==> src/rtl/poly1305_msg_formatter.sv <==
// poly1305_msg_formatter: packs AAD and CT bytes into zero-padded 128-bit Poly1305 blocks plus the length block
module poly1305_msg_formatter #(
  parameter int LEN_W = 38
) (
  input  logic         clk,
  input  logic         rst,
  input  logic         start,
  input  logic         ad_nil,
  input  logic         ct_nil,
  input  logic         dat_v,
  input  logic [7:0]   dat,
  input  logic         dat_t,
  input  logic         dat_l,
  output logic         dat_r,
  output logic         blk_v,
  output logic [127:0] blk,
  output logic         blk_l,
  input  logic         blk_r,
  output logic         busy,
  output logic         err
);
  typedef enum logic [2:0] {IDLE, AAD, CT, EMIT, LEN, DONE} state_t;
  localparam int PAD = 64 - LEN_W;
  state_t state_q, state_d, ret_q, ret_d;
  logic [127:0] acc_q, acc_d;
  logic [3:0] idx_q, idx_d;
  logic [LEN_W-1:0] ad_cnt_q, ad_cnt_d, ct_cnt_q, ct_cnt_d, cnt;
  logic err_q, err_d, ct_nil_q, ct_nil_d, sec_ct, take;
  assign dat_r = state_q == AAD || state_q == CT;
  assign blk_v = state_q == EMIT || state_q == LEN;
  assign blk_l = state_q == LEN;
  assign blk = state_q == EMIT ? acc_q :
               state_q == LEN  ? {{PAD{1'b0}}, ct_cnt_q, {PAD{1'b0}}, ad_cnt_q} : '0;
  assign busy = state_q != IDLE && state_q != DONE;
  assign err = err_q;
  assign sec_ct = state_q == CT;
  assign take = dat_v && dat_r;
  assign cnt = sec_ct ? ct_cnt_q : ad_cnt_q;
  // next state: start always restarts; bytes fill lanes, a full or final lane hands off to EMIT
  always_comb begin
    state_d = state_q;
    ret_d = ret_q;
    acc_d = acc_q;
    idx_d = idx_q;
    ad_cnt_d = ad_cnt_q;
    ct_cnt_d = ct_cnt_q;
    err_d = err_q;
    ct_nil_d = ct_nil_q;
    if (start) begin
      state_d = !ad_nil ? AAD : !ct_nil ? CT : LEN;
      ret_d = IDLE;
      acc_d = '0;
      idx_d = '0;
      ad_cnt_d = '0;
      ct_cnt_d = '0;
      err_d = 1'b0;
      ct_nil_d = ct_nil;
    end else begin
      case (state_q)
        AAD, CT: if (take) begin
          if (dat_t != sec_ct) err_d = 1'b1;
          else begin
            acc_d[{idx_q, 3'b000} +: 8] = dat;
            idx_d = idx_q + 4'd1;
            if (&cnt) err_d = 1'b1;
            else if (sec_ct) ct_cnt_d = ct_cnt_q + LEN_W'(1);
            else ad_cnt_d = ad_cnt_q + LEN_W'(1);
            if (idx_q == 4'd15 || dat_l) begin
              state_d = EMIT;
              ret_d = !dat_l ? state_q : (sec_ct || ct_nil_q) ? LEN : CT;
            end
          end
        end
        EMIT: if (blk_r) begin
          acc_d = '0;
          idx_d = '0;
          state_d = ret_q;
        end
        LEN: state_d = blk_r ? DONE : LEN;
        DONE: state_d = IDLE;
        default: state_d = state_q;
      endcase
    end
  end
  // state and datapath registers with synchronous reset
  always_ff @(posedge clk) begin
    if (rst) begin
      state_q <= IDLE;
      ret_q <= IDLE;
      acc_q <= '0;
      idx_q <= '0;
      ad_cnt_q <= '0;
      ct_cnt_q <= '0;
      err_q <= 1'b0;
      ct_nil_q <= 1'b0;
    end else begin
      state_q <= state_d;
      ret_q <= ret_d;
      acc_q <= acc_d;
      idx_q <= idx_d;
      ad_cnt_q <= ad_cnt_d;
      ct_cnt_q <= ct_cnt_d;
      err_q <= err_d;
      ct_nil_q <= ct_nil_d;
    end
  end
endmodule

==> config.mk <==
export PLATFORM = sky130hd
export DESIGN_NAME = poly1305_msg_formatter
export DESIGN_NICKNAME = d
export VERILOG_FILES = /design/src/rtl/poly1305_msg_formatter.sv
export SDC_FILE = /design/constraint.sdc
export NUM_CORES = 1
export LEC_CHECK = 0
export CAP_MARGIN = 20
export CORE_MARGIN = 2
export CORE_UTILIZATION = 40
export CTS_CLUSTER_SIZE = 16
export DETAILED_ROUTE_END_ITERATION = 16
export DONT_BUFFER_PORTS = 1
export GPL_TIMING_DRIVEN = 0
export REMOVE_ABC_BUFFERS = 1
export SYNTH_ARGS = -nofsm -noshare
export SYNTH_HDL_FRONTEND = slang
export SYNTH_SLANG_ARGS = --single-unit
==> constraint.sdc <==
create_clock -name clk -period 2.4 [get_ports clk]
set_clock_uncertainty 0.05 [all_clocks]
set_input_delay 0.36 -clock clk [delete_from_list [all_inputs] [get_ports clk]]
set_output_delay 0.36 -clock clk [all_outputs]
set_load 0.01 [all_outputs]
==> impl_results.md <==
* Startpoint types: register
* GRT Total Usage at 0.261
* Min-Delay Path Class: in -> reg
* Pwr/cell area at 622 nW/um^2
* Final hold violation count at 0
* Slew @ Worst Pin at 0.789 ns
* CP Capture Type: primary output
* Most frequent cell after synthesis: dfxtp_1
* Shortest period the worst path allows at 2.36 ns
* Post-synth cell types at 63
* Gr ovfl total at 0
* Layout area overhead at 20.1%
* Leading post-synthesis cells by cell area: dfxtp_1 (40%), a22o_1 (11%), and3_1 (4.9%)
* Final Max Tran Viols at 0
* HPWL after detailed placement at 24100 um
* Die Width at 168 um
* Via density at 6.60
* Area leader, netlist: dfxtp_1
* Max Cap Violations at 0
* Final nets at 1266
* Arrival time worst endpoint at 1.95 ns
* Wirelength, routed at 38900 um
* Post-synth EDFFs at 0
* Cell Int Power at 6.13 mW
* Largest net degree at the start of global routing at 62
* Setup violators final at 0
* Combinational power share at 0.059
* Worst path most repeated cell: buf_6
* Share of layout cells above drive strength 1 at 0.149
* Critical Path Fanout Max at 14
* Yosys warns at 0
* First-pass GRT wire length at 58500 um
* CTS buffer count at 24
* Syn Area/Cell at 8.63 sq um
* Post-synthesis instance total at 1248
* Status: complete, no violations
* FFs w/ async S/R, synth at 0
* DP Worst Slack at -1.06 ns
* Sequential power share at 0.449
* CP required at 1.99 ns
* Initial antenna violation count at 2
* Core area at 26700 sq um
* DRC at 0
* Worst ir drop on vdd at 706 uV
* Synthesized flop and latch total at 216
* Max transition margin at 0.471
* H-tree depth at 1
* Synthesized cell area at 10800 sq um
* Starting Density at 0.403
* Post-route setup slack at 0.0393 ns
* RD Place Congestion at 0.917
* Die height at 168 um
* Worst path slowest cell: dfxtp_4
* Placed instance area at 11100 sq um
* Core Rows at 60
* Antenna Violating Nets Remaining at 0
* Maximum clock frequency at 424 MHz
* Drt wl/cell at 24.3 um
* Largest stage delay, worst path at 0.42 ns
* Sw Pwr at 1.92 mW
* Die ar. at 28300 sq um
* Cell Chain, Critical Path: clkinv_4 -> nor3_4 -> buf_4 -> buf_6 -> buf_6 -> a22o_1
* Critical path type: reg -> out
* Top cell type's share of synthesized area at 0.401
* Final Cell Area at 12900 sq um
* Area of the multi-input gates at 6470 sq um
* Detailed Route Iter0 Violations at 1135
* CTS clock-pin slew for the worst setup and hold paths at 0.06 ns
* CTS tree: yes
* Post-synth top cells: dfxtp_1 (216), a22o_1 (132), a21oi_1 (95)
* CTS max path bufs at 3
* Vias in the first global route at 9646
* I/O Buffers at 0
* Crit share post-route at 0.984
* Clock Power Share at 0.492
* Vias after detailed routing at 10591
* TritonRoute pass-1 iters at 6
* Worst Path Buf+Inv at 4
* Worst-Skew Late Latency at 0.52 ns
* Clock sink count at 216
* # IOs at 150
* Ys flop type: dfxtp_1
* Sequential fraction of the synthesis area at 0.401
* FF+latch area at 4350 sq um
* Leak Pwr at 4.53 nW
* Net Sw Frac at 0.238
* FILL cells at 2537
* Root buffer cell: clkbuf_16
* Crit-path leading delay family: buffers and inverters
==> area by class of cell <==
type                    instances  area share
diodes                          2    0.000387
multi-input cells             913       0.500
repair buffers                 76      0.0619
inverters                      12     0.00416
clock buffers                  31      0.0516
flip-flops and latches        216       0.336
clock inverters                13      0.0133
well taps                     341      0.0330
==> final timing paths <==
check / start / endpoint / slack (ns) / depth (start not counted)
max: state_q[2] / blk[79] / 0.04 / 6
min: dat[7] / acc_q[7] / 0.02 / 2
min reg2reg: acc_q[117] / acc_q[117] / 0.41 / 2
max reg2reg: ad_cnt_q[7] / ad_cnt_q[4] / 0.05 / 6
==> cells by family after synthesis <==
group / count (synthesis) / synth area share
AOI/OAI and AO/OA: 409 / 0.274
xor gates and xnor gates: 9 / 0.00732
adders and majority gates: 6 / 0.00697
buffers and inverters: 122 / 0.0444
DFF: 216 / 0.401
muxes: 19 / 0.0177
and+or+nand+nor: 467 / 0.249
==> metal layers <==
metal / part of all wire / GRT usage / wire, um
met1: 0.43 / 0.366 / 16700
met2: 0.44 / 0.402 / 17300
met3: 0.091 / 0.0611 / 3550
met4: 0.034 / 0.0761 / 1320
met5: 0.00033 / 0 / 13
==> power groups by stage <==
stage / Clock, mW / Combinational, mW / Sequential [mW]
CTS: 3.99 / 0.435 / 3.61
global placement: 0 / 0.277 / 3.70
global route: 4.14 / 0.498 / 3.61
detailed placement: 0 / 0.334 / 3.69
floorplan: 0 / 0.186 / 3.69
finish: 3.96 / 0.477 / 3.61
==> metrics by stage <==
| stage | std cells | power, mW | setup TNS [ns] | hold WS [ns] | util |
|---|---|---|---|---|---|
| 2_1_floorplan | 1138 | 3.87 | -488.96 | 0.380 | - |
| 3_3_place_gp | 1479 | 3.98 | -1265.96 | 0.389 | 0.403 |
| 3_5_place_dp | 1496 | 4.03 | -155.86 | 0.392 | 0.416 |
| 4_1_cts | 1579 | 8.04 | -0.0119 | 0.0143 | 0.467 |
| 5_1_grt | 1602 | 8.24 | -0.183 | 0.0231 | 0.484 |
| 6_report | 1604 | 8.05 | 0 | 0.0218 | 0.484 |
==> cell usage in the layout, fill, tap and decap left out, types with 15 or more instances in the layout <==
master and n:
dfxtp_1 207, a22o_1 121, a21oi_1 91, nand2_1 84
and3_1 83, nand4_1 64, nand3_1 47, o21ai_0 43
or3_1 41, buf_4 41, or4_1 28, o21a_1 26
o31ai_1 26, clkbuf_16 25, o211ai_1 23, nor2_1 22
mux2i_1 19, a32o_1 16, nor4_1 15, dlygate4sd3_1 15
==> what timing repair did <==
action,4_1_cts,5_1_grt
setup endpoints to repair,298,284
gates resized for setup,44,50
hold endpoints to repair,68,0
hold buffers,15,0
pin swaps,8,13
cloned,2,1
buffers inserted,22,22
==> sequential cells by signal, indices dropped and copies added (netlist names) <==
signal and flops:
ct_nil_q 1, acc_q 128, ct_cnt_q 38, ret_q 3, idx_q 4, state_q 3
err 1, ad_cnt_q 38
Power figures use the tool's default switching activity.
